## src/rtl/wb_select_stage.sv

```systemverilog
// Register-file write-back stage: picks a producer bus or returning load data, extracts and
// extends sub-word loads, and stalls upstream while a load waits on memory.
module wb_select_stage #(
   parameter int unsigned DATA_W = 32,
   parameter int unsigned NSRC   = 4,
   parameter int unsigned SEL_W  = 2,
   parameter int unsigned REG_AW = 5,
   localparam int unsigned OFF_W = $clog2(DATA_W / 8)
) (
   input  logic                   CLK,
   input  logic                   Reset,
   input  logic                   in_valid,
   output logic                   in_ready,
   input  logic [SEL_W-1:0]       src_sel,
   input  logic [NSRC*DATA_W-1:0] src_bus,
   input  logic                   is_load,
   input  logic [1:0]             load_size,
   input  logic                   load_signed,
   input  logic [OFF_W-1:0]       byte_off,
   input  logic                   wr_en_in,
   input  logic [REG_AW-1:0]      wr_addr_in,
   input  logic                   mem_valid,
   input  logic [DATA_W-1:0]      mem_data,
   input  logic                   flush,
   output logic                   out_wr_en,
   output logic [REG_AW-1:0]      out_wr_addr,
   output logic [DATA_W-1:0]      out_wr_data,
   output logic                   busy
);

   if (!(DATA_W == 32 || DATA_W == 64)) begin : g_bad_data_w
      $error("wb_select_stage: DATA_W must be 32 or 64");
   end
   if ((2 ** SEL_W) < NSRC) begin : g_bad_sel_w
      $error("wb_select_stage: SEL_W too narrow for NSRC");
   end

   typedef enum logic [0:0] {StIdle, StWaitMem} state_e;

   state_e state_q, state_d;

   logic              cap_wr_en_q, cap_wr_en_d;
   logic [REG_AW-1:0] cap_addr_q, cap_addr_d;
   logic [1:0]        cap_size_q, cap_size_d;
   logic              cap_signed_q, cap_signed_d;
   logic [OFF_W-1:0]  cap_off_q, cap_off_d;

   logic              out_wr_en_q, out_wr_en_d;
   logic [REG_AW-1:0] out_wr_addr_q, out_wr_addr_d;
   logic [DATA_W-1:0] out_wr_data_q, out_wr_data_d;

   logic              accept;
   logic [DATA_W-1:0] src_data;
   logic [DATA_W-1:0] ext_now;
   logic [DATA_W-1:0] ext_pend;

   // Halfword offset drops byte_off[0], so halfwords are always naturally aligned.
   function automatic logic [DATA_W-1:0] extract(input logic [DATA_W-1:0] d,
                                                 input logic [1:0]        size,
                                                 input logic              sgn,
                                                 input logic [OFF_W-1:0]  off);
      logic [7:0]       b;
      logic [15:0]      h;
      logic [OFF_W-1:0] hoff;
      logic [DATA_W-1:0] r;
      hoff = {off[OFF_W-1:1], 1'b0};
      b    = d[8*off +: 8];
      h    = d[8*hoff +: 16];
      unique case (size)
         2'b01:   r = {{(DATA_W-16){sgn & h[15]}}, h};
         2'b10:   r = {{(DATA_W-8){sgn & b[7]}}, b};
         default: r = d;
      endcase
      return r;
   endfunction

   always_comb begin
      src_data = '0;
      for (int unsigned k = 0; k < NSRC; k++) begin
         if (32'(src_sel) == k) begin
            src_data = src_bus[k*DATA_W +: DATA_W];
         end
      end
   end

   always_comb begin
      ext_now  = extract(mem_data, load_size, load_signed, byte_off);
      ext_pend = extract(mem_data, cap_size_q, cap_signed_q, cap_off_q);
      accept   = in_valid && in_ready;
   end

   // State register
   always_ff @(posedge CLK or negedge Reset) begin
      if (!Reset) begin
         state_q <= StIdle;
      end else begin
         state_q <= state_d;
      end
   end

   // Next-state logic
   always_comb begin
      state_d = state_q;
      unique case (state_q)
         StIdle: begin
            if (accept && is_load && !mem_valid) begin
               state_d = StWaitMem;
            end
         end
         StWaitMem: begin
            if (flush || mem_valid) begin
               state_d = StIdle;
            end
         end
         default: state_d = StIdle;
      endcase
   end

   // Handshake outputs depend on state and flush only
   always_comb begin
      in_ready = (state_q == StIdle) && !flush;
      busy     = (state_q == StWaitMem);
   end

   always_comb begin
      cap_wr_en_d   = cap_wr_en_q;
      cap_addr_d    = cap_addr_q;
      cap_size_d    = cap_size_q;
      cap_signed_d  = cap_signed_q;
      cap_off_d     = cap_off_q;
      out_wr_en_d   = 1'b0;
      out_wr_addr_d = out_wr_addr_q;
      out_wr_data_d = out_wr_data_q;
      unique case (state_q)
         StIdle: begin
            if (accept) begin
               if (!is_load || mem_valid) begin
                  out_wr_en_d   = wr_en_in && (wr_addr_in != '0);
                  out_wr_addr_d = wr_addr_in;
                  out_wr_data_d = is_load ? ext_now : src_data;
               end else begin
                  cap_wr_en_d  = wr_en_in;
                  cap_addr_d   = wr_addr_in;
                  cap_size_d   = load_size;
                  cap_signed_d = load_signed;
                  cap_off_d    = byte_off;
               end
            end
         end
         StWaitMem: begin
            // Flush beats returning data: the load is dropped.
            if (mem_valid && !flush) begin
               out_wr_en_d   = cap_wr_en_q && (cap_addr_q != '0);
               out_wr_addr_d = cap_addr_q;
               out_wr_data_d = ext_pend;
            end
         end
         default: ;
      endcase
   end

   always_ff @(posedge CLK or negedge Reset) begin
      if (!Reset) begin
         cap_wr_en_q   <= 1'b0;
         cap_addr_q    <= '0;
         cap_size_q    <= '0;
         cap_signed_q  <= 1'b0;
         cap_off_q     <= '0;
         out_wr_en_q   <= 1'b0;
         out_wr_addr_q <= '0;
         out_wr_data_q <= '0;
      end else begin
         cap_wr_en_q   <= cap_wr_en_d;
         cap_addr_q    <= cap_addr_d;
         cap_size_q    <= cap_size_d;
         cap_signed_q  <= cap_signed_d;
         cap_off_q     <= cap_off_d;
         out_wr_en_q   <= out_wr_en_d;
         out_wr_addr_q <= out_wr_addr_d;
         out_wr_data_q <= out_wr_data_d;
      end
   end

   assign out_wr_en   = out_wr_en_q;
   assign out_wr_addr = out_wr_addr_q;
   assign out_wr_data = out_wr_data_q;

endmodule
```

## config.mk

```make
export PLATFORM = sky130hd
export DESIGN_NAME = wb_select_stage
export DESIGN_NICKNAME = d
export VERILOG_FILES = /design/src/rtl/wb_select_stage.sv
export SDC_FILE = /design/constraint.sdc
export NUM_CORES = 1
export LEC_CHECK = 0
export ABC_AREA = 1
export ABC_CLOCK_PERIOD_IN_PS = 2300
export BUFFER_PORTS_ARGS = -buffer_cell sky130_fd_sc_hd__buf_2
export CAP_MARGIN = 30
export CORE_MARGIN = 10
export CORE_UTILIZATION = 38
export CTS_BUF_LIST = sky130_fd_sc_hd__clkbuf_4 sky130_fd_sc_hd__clkbuf_8
export DETAILED_ROUTE_END_ITERATION = 10
export HOLD_SLACK_MARGIN = 0.02
export PLACE_DENSITY = 0.67
export RECOVER_POWER = 25
export SYNTH_ARGS = -nofsm -noshare
export SYNTH_HDL_FRONTEND = slang
export SYNTH_SLANG_ARGS = --single-unit
```

## constraint.sdc

```tcl
create_clock -name CLK -period 2.3 [get_ports CLK]
set_input_delay 0.46 -clock CLK [delete_from_list [all_inputs] [get_ports CLK]]
set_output_delay 0.46 -clock CLK [all_outputs]
set_load 0.005 [all_outputs]
```

==> key figures, run 1 <==
Outcome
  • Status: finished, final reports clean

Finish
  • Commonest non-fill, non-tap cell in the layout: nand2_1
  • Share of layout cells above drive strength 1: 24.8%
  • Fillcell total: 1369
  • Most frequent cells in the layout: 382 x nand2_1, 217 x buf_2, 127 x a21oi_1
  • Post-Layout Cell Count: 1204
  • Area Growth Syn to Fin: 28.5%
  • Layout net count: 1217

Worst setup path
  • Crit path depth: 10
  • Worst path buffer plus inverter count: 2
  • Reg2reg path depth: 10
  • Worst path required time: around 2.6 ns
  • CP Cell Sequence: inv_1 > ha_1 > inv_1 > o21ai_1 > nand2_1 > nand3_1 > nand3_1 > nand2_1 > a21oi_1 > nor2_1
  • CP delay by family, top: simple AND/OR/NAND/NOR gates
  • Crit end category: flop
  • CP max-delay cell: dfrtp_1
  • Critical path class: flop to flop
  • Max incr delay on CP: 0.41 ns
  • Critical-path maximum fanout: 8
  • CP arrival: roughly 2.2 ns
  • CP Launch Type: flop

Yosys
  • Syn Inst Count: roughly 850
  • XOR/XNOR Fraction of Synth Area: 0%
  • Compound-Gate Fraction of Synth Area: 22.1%
  • Synth Area in Adders: 1.06%
  • Syn_nets: about 1000
  • Post-synthesis mux area share: 0.476%
  • Ys Warns: 0
  • Synthesized flop and latch total: 50
  • Netlist cell types: 30
  • Largest family of logic cells by synthesized area: simple AND/OR/NAND/NOR gates
  • Sequential area share after synthesis: a little over a quarter
  • Cell Area, Synth: 4740 um^2
  • Mean Syn Cell Area: 5.60 um^2
  • Post-synthesis simple-gate area fraction: 41.1%

Timing
  • Max Freq: approximately 0.53 GHz
  • Slew margin rel.: 14.0%
  • Tmin final: 1.90 ns
  • Tightest Pin Transition: 1.29 ns
  • Fin. Hold Viols: 0
  • Final setup viols: 0
  • Fin Setup TNS: 0 ns
  • RSZ-0062 raised after global routing: no
  • Setup Skew: around 0.015 ns
  • Final Max Tran Viols: 0
  • Final Cycle Share: 82.6%

Global routing
  • Initial antenna violation count: 1
  • Vias in the first global route: ~5800
  • Largest net degree at the start of global routing: 60
  • Global Route Usage Sum: 22.3%
  • Gr ovfl total: 0
  • First-pass GRT wire length: approximately 32 mm

Clock tree
  • Longest Clk Path Bufs: 2
  • # clock sinks: 50
  • CTS Hold Bufs: 0
  • PostCTS Resize Cnt: 0
  • Post-CTS setup buffer count: 0
  • Total CTS buffers: 5
  • Clock root buffer: clkbuf_8
  • CTS tree: done
  • Clk_lat worst skew: between 0.3 and 0.4 ns
  • Reg clk slew, reported paths: 0.12 ns
  • H-tree depth: 2

Die
  • Std cell rows: 40
  • Die area: around 17000 um^2
  • Core Region: 12100 um^2
  • Ports: 219
  • Initial core utilization: approximately two fifths
  • Chip Width: 132 um
  • Die Y: 132 um

Power and ir drop
  • Pwr dens: 553 nW/um^2
  • Peak VDD IR: 279 uV
  • Pleak: 3.37 nW

Detailed routing
  • Routed len/inst: 17.1 um
  • Vias per cell: 5.23
  • Residual DRC: 0
  • Drt pass-1 iters: 5
  • Antenna Nets Post-Route: 0
  • DR vias: 6293
  • Routed Wire Length: 20.6 mm
  • Iter 0 DRT Violations: 684

Worst hold path
  • Worst hold stages: 2
  • HP Class: primary input to flop

Placement
  • HPWL reported at the end of detailed placement: 16.1 mm
  • DP Cell Count: 1195
  • PortBufs: roughly 220
  • RePlAce Congestion: 0.963

Job
  • Max cap viols: 0
-- worst paths after layout --
path                                        startpoint                           to  slack, ns
setup reg to reg             cap_size_q[1]$_DFFE_PN0P_   out_wr_data[2]$_DFFE_PN0P_       0.40
min in group asynchronous                        Reset   out_wr_data[9]$_DFFE_PN0P_       0.36
hold reg to reg            out_wr_data[29]$_DFFE_PN0P_  out_wr_data[29]$_DFFE_PN0P_       0.49
max in group asynchronous                        Reset   out_wr_data[7]$_DFFE_PN0P_       0.49
hold / removal                               mem_valid               busy$_DFF_PN0_       0.33
setup / recovery             cap_size_q[1]$_DFFE_PN0P_   out_wr_data[2]$_DFFE_PN0P_       0.40
-- routing by layer --
metal,wire [um],part of all wire [%],track usage [%],up-vias
li1,-,-,-,3113
met1,8650,42,29.6,2864
met2,9620,47,36.0,296
met3,1930,9.4,4.80,20
met4,376,1.8,5.44,0
met5,0,0,0,-
-- worst register-to-register path, cell delays in order, from the launching register on --
cell	delay (ns)
dfrtp_1	0.41
inv_1	0.06
ha_1	0.38
inv_1	0.10
o21ai_1	0.38
nand2_1	0.12
nand3_1	0.11
nand3_1	0.09
nand2_1	0.07
a21oi_1	0.04
nor2_1	0.08
-- metrics by stage --
| step | area (um^2) | total power, mW | utilization, % | hold slack [ns] | worst slack [ns] |
|---|---|---|---|---|---|
| 3_5_place_dp | 6000 | 2.76 | 49.5 | 0.460 | 0.370 |
| 6_report | 6080 | 3.37 | 50.2 | 0.333 | 0.400 |
| 5_1_grt | 6080 | 3.64 | 50.2 | 0.330 | 0.180 |
| 3_3_place_gp | 6000 | 2.75 | 49.5 | 0.463 | 0.386 |
| 2_1_floorplan | 4740 | 2.09 | - | 0.164 | 0.573 |
| 4_1_cts | 6100 | 3.38 | 50.4 | 0.108 | 0.405 |
-- synthesized netlist by cell type --
| master | number | area share (%) |
|---|---|---|
| o32ai_1 | 1 | 0.18 |
| nor3_1 | 1 | 0.11 |
| inv_2 | 5 | 0.40 |
| buf_4 | 2 | 0.32 |
| nand2_2 | 1 | 0.13 |
| nor2_4 | 3 | 0.71 |
| nor2_2 | 1 | 0.13 |
| o211ai_1 | 11 | 1.7 |
| o21bai_1 | 1 | 0.16 |
| inv_1 | 38 | 3.0 |
| ha_1 | 4 | 1.1 |
| o21ai_1 | 1 | 0.11 |
| nor2_1 | 44 | 3.5 |
| and2_0 | 1 | 0.13 |
| mux2_2 | 2 | 0.48 |
| a31oi_1 | 5 | 0.66 |
| buf_6 | 1 | 0.24 |
| buf_1 | 1 | 0.079 |
| clkinv_1 | 1 | 0.079 |
| nand4_1 | 1 | 0.13 |
| o21bai_2 | 1 | 0.24 |
| dfrtp_1 | 50 | 26 |
| clkbuf_2 | 1 | 0.11 |
| nand2_1 | 382 | 30 |
| clkbuf_1 | 25 | 2.0 |
| o31ai_1 | 1 | 0.16 |
| o21ai_0 | 51 | 5.4 |
| buf_2 | 25 | 2.6 |
| a21oi_1 | 127 | 13 |
| nand3_1 | 57 | 6.0 |
-- logic make-up (layout without fill, tap and decap cells) --
kind of cell,after synthesis,in the layout
AOI/OAI and AO/OA,199,199
other,0,1
adders and majority gates,4,4
and+or+nand+nor,491,491
muxes,2,2
DFF,50,50
buffers and inverters,99,289
-- layout make-up --
class	count	area (um^2)	share of cell area, %
Clock buffer	5	68.8	1.13
Inverter	44	165	2.71
Sequential cell	50	1250	20.6
Antenna cell	1	2.50	0.0411
Multi-Input combinational cell	696	3070	50.4
Tap cell	168	210	3.45
Timing Repair Buffer	237	1290	21.2
Clock inverter	3	28.8	0.473
-- state kept, by name (all words and copies together), names as in the netlist --
| name | cells |
|---|---|
| cap_addr_q | 5 |
| out_wr_addr | 5 |
| cap_size_q | 2 |
| out_wr_en | 1 |
| cap_signed_q | 1 |
| cap_off_q | 2 |
| out_wr_data | 32 |
| busy | 1 |
| cap_wr_en_q | 1 |
-- power breakdown --
part	leakage, nW	internal [mW]	total (mW)	switching (mW)
logic	2.73	0.602	1.55	0.952
registers	0.597	1.07	1.19	0.124
clock network	0.0507	0.229	0.619	0.389
total	3.37	1.90	3.37	1.47
(Power assumes the default switching activity.)
==> run 2, diff against run 1 <==
ABC_AREA = 0   (was 1)
ABC_CLOCK_PERIOD_IN_PS = 1700   (was 2300)
PLACE_DENSITY = 0.72   (was 0.67)
clock period = 1.7 ns   (was 2.3 ns; I/O delays follow)
==> run 2 against run 1 <==
The flow now finishes with violations (setup timing). Cell area grew 3.3%. Register-to-register slack worse by 0.48 ns. Total power is 31% higher. Clock-buffer cell count rose by 1.
==> key figures, run 2 <==
Placement
  • PortBufs: 218 (unchanged)
  • HPWL reported at the end of detailed placement: 16.0 mm (-0.71%)
  • RePlAce Congestion: 0.963 (unchanged)
  • Area of placed instances: 5810 um^2 (-3.2%)
  • DP Cell Count: 813 (-32%)

Power and ir drop
  • Pint: 2.79 mW (+47%)
  • Flop pwr share: 36.5% (+1.0 points)
  • Share of total power in combinational logic: 46.1% (about the same)
  • Peak VDD IR: 367 uV (+32%)
  • Sw Pwr: 1.62 mW (+11%)
  • Clock network fraction of total power: 17.4% (-1.0 points)
  • Sw frac: 36.8% (-6.7 points)
  • Pleak: 2.82 nW (-17%)
  • Pwr dens: 702 nW/um^2 (+27%)

Yosys
  • Syn Inst Count: 423 (-50%)
  • Most instantiated library cell after synthesis: dfrtp_1
  • Ys Warns: 0 (unchanged)
  • Mean Syn Cell Area: 9.77 um^2 (+74%)
  • Synth top cells by count: 50 x dfrtp_1, 45 x nand2_1, 32 x mux4_2, 32 x o22ai_1, 30 x a211oi_1
  • Syn_nets: 606 (-41%)
  • Sequential area share after synthesis: 30.3% (+3.9 points)
  • Cell Area, Synth: 4130 um^2 (-13%)
  • Synth area leaders: dfrtp_1 30%, mux4_2 17%, a211oi_1 5.5%
  • Number of synthesized flops with an enable pin: 0 (unchanged)
  • Main synth FF type: dfrtp_1
  • Synthesized flop and latch total: 50 (unchanged)
  • Leading area contributor after synthesis: dfrtp_1
  • Asr flop ratio synth: 100% (unchanged)
  • Synth top area share: 30.3% (about the same)
  • Netlist cell types: 46 (+53%)

Finish
  • Share of layout cells above drive strength 1: 58.7% (+34 points)
  • Area Growth Syn to Fin: 52.2%
  • Layout net count: 872 (-28%)
  • Max reg flops: 32 (unchanged)
  • Multi-input combinational cell area: 2920 um^2 (-4.8%)
  • Area occupied by registers: 1250 um^2 (+0.20%)
  • Antenna diodes: 0 (-1)
  • Most frequent cells in the layout: 218 x buf_2, 62 x buf_4, 48 x dfrtp_1
  • Fin area: 6290 um^2 (+3.3%)
  • Fillcell total: 1014 (-26%)
  • Post-Layout Cell Count: 830 (-31%)
  • Commonest non-fill, non-tap cell in the layout: buf_2

Timing
  • Final Cycle Share: 104% (+22 points)
  • Slew margin rel.: 52.2% (+38 points)
  • Max Freq: 0.563 GHz (+7.0%)
  • Fin. Hold Viols: 0 (unchanged)
  • Final setup viols: 17 (+17)
  • Tmin final: 1.78 ns (-0.124 ns)
  • Final setup margin: -0.0761 ns (-0.476 ns)
  • Tightest Pin Transition: 0.718 ns (-0.573 ns)
  • Final Max Tran Viols: 0 (unchanged)
  • Setup Skew: 0.00798 ns (-0.00696 ns)
  • RSZ-0062 raised after global routing: yes

Outcome
  • Failing checks: setup timing
  • Status: finished, violations left

Die
  • Std cell rows: 38 (-5.0%)
  • Chip Width: 124 um (-5.6%)
  • Core Region: 10700 um^2 (-11%)
  • Die area: 15400 um^2 (-11%)
  • Initial core utilization: 38.4% (-0.65 points)
  • Ports: 219 (unchanged)
  • Die Y: 124 um (-5.6%)

Detailed routing
  • DR vias: 5024 (-20%)
  • Routed len/inst: 23.6 um (+38%)
  • Routed length on met3: 1.37 mm (-29%)
  • Drt pass-1 iters: 5 (unchanged)
  • Routed length on met1: 8.09 mm (-6.5%)
  • Max Used Layer: met4
  • Iter 0 DRT Violations: 429 (-37%)
  • Vias per cell: 6.05 (+16%)
  • Routed Wire Length: 19.6 mm (-4.9%)
  • WL met2: 9.63 mm (+0.10%)
  • Antenna Nets Post-Route: 0 (unchanged)
  • Residual DRC: 0 (unchanged)

Worst setup path
  • Crit end category: flop
  • Reg2reg path depth: 8 (-2)
  • Worst path required time: 1.89 ns (-0.68 ns)
  • CP arrival: 1.97 ns (-0.20 ns)
  • Critical-path maximum fanout: 7 (-1)
  • CP Launch Type: flop
  • Critical path class: flop to flop

Clock tree
  • Longest Clk Path Bufs: 2 (unchanged)
  • CTS tree: done
  • Clk_lat worst skew: 0.31 ns (-0.03 ns)
  • Reg clk slew, reported paths: 0.10 ns (-0.02 ns)
  • Clock root buffer: clkbuf_8
  • Total CTS buffers: 5 (unchanged)
  • H-tree depth: 2 (unchanged)
  • # clock sinks: 50 (unchanged)

Global routing
  • Largest net degree at the start of global routing: 51 (-15%)
  • Gr ovfl total: 0 (unchanged)
  • Initial antenna violation count: 0 (-1)
  • Vias in the first global route: 5297 (-9.2%)
  • First-pass GRT wire length: 29.8 mm (-6.8%)
  • Global Route Usage Sum: 23.6% (+1.3 points)

Job
  • Max cap viols: 0 (unchanged)

Worst hold path
  • HP Class: primary input to flop
  • Worst hold stages: 3 (+1)
## run 2: cell types whose count changed after synthesis, moves of 14 or more
cell | before | now
a211oi_1 | 0 | 30
mux2i_1 | 0 | 14
nor2_1 | 44 | 10
a21oi_1 | 127 | 26
buf_2 | 25 | 11
nand2_1 | 382 | 45
o21ai_0 | 51 | 26
mux4_2 | 0 | 32
inv_1 | 38 | 18
nand3_1 | 57 | 12
o22ai_1 | 0 | 32
## run 2: stage by stage
stage	hold slack (ns)	TNS (ns)	setup slack (ns)	util (%)	total power, mW
after floorplan	0.0444	0	0.00103	-	2.47
after global placement	0.351	-4.05	-0.173	54.1	3.38
after detailed placement	0.361	-5.08	-0.263	54.1	3.43
after CTS	0.289	-0.880	-0.0716	56.1	4.25
after global routing	0.294	-2.45	-0.146	58.5	4.67
final	0.283	-0.854	-0.0761	58.5	4.42
## run 2: what timing repair did
action,4_1_cts,5_1_grt
pin swaps,8,16
endpoints found under the setup margin,23,34
buffers inserted,3,6
hold endpoints to repair,3,0
gates cloned,0,1
gates resized for setup,23,49
hold buffers,1,0
## run 2: cells by family (layout without fill, tap and decap cells)
kind of cell | count (synthesis) | count (layout) | synth area share, %
AOI/OAI and AO/OA | 167 | 167 | 27.8
adders and majority gates | 4 | 4 | 1.21
buffers and inverters | 53 | 320 | 5.87
DFF | 50 | 50 | 30.3
muxes | 60 | 60 | 24.7
and+or+nand+nor | 89 | 89 | 10.1
## run 2: path summary, 6_finish.rpt
check	start	to	slack, ns
worst max-delay path	cap_size_q[0]$_DFFE_PN0P_	out_wr_data[22]$_DFFE_PN0P_	-0.08
worst min-delay path	mem_data[3]	out_wr_data[3]$_DFFE_PN0P_	0.28
worst max register to register	cap_size_q[0]$_DFFE_PN0P_	out_wr_data[22]$_DFFE_PN0P_	-0.08
worst min register to register	out_wr_addr[4]$_DFFE_PN0P_	out_wr_addr[4]$_DFFE_PN0P_	0.49
max in group asynchronous	Reset	busy$_DFF_PN0_	0.47
min in group asynchronous	Reset	cap_size_q[0]$_DFFE_PN0P_	0.73
## run 2: critical path: stages (launching register included)
cell and delay [ns]:
dfrtp_1 0.46, inv_2 0.07, ha_4 0.17, a21oi_2 0.14
o22ai_2 0.11, a31o_4 0.27, nor2_4 0.22, buf_6 0.17
a211oi_4 0.04
## run 2: power by group through the flow
stage	Combinational [mW]	Sequential (mW)	Clock [mW]
after floorplan	0.871	1.60	0
after global placement	1.78	1.60	0
after detailed placement	1.81	1.62	0
after CTS	1.87	1.60	0.781
after global routing	2.19	1.64	0.830
final	2.04	1.61	0.768
## run 2: area by class of cell
cell class	instances	area share, %
Clock buffer	6	1.31
Clock inverter	2	0.199
Inverter	18	1.13
Multi-Input combinational cell	320	46.4
Sequential cell	50	19.9
Tap cell	140	2.79
Timing Repair Buffer	294	28.2
## run 2: metal layers
metal	vias up	track usage, %
met5	-	0
met4	0	6.99
met3	36	4.77
met2	259	39.4
met1	2486	30.0
li1	2243	-
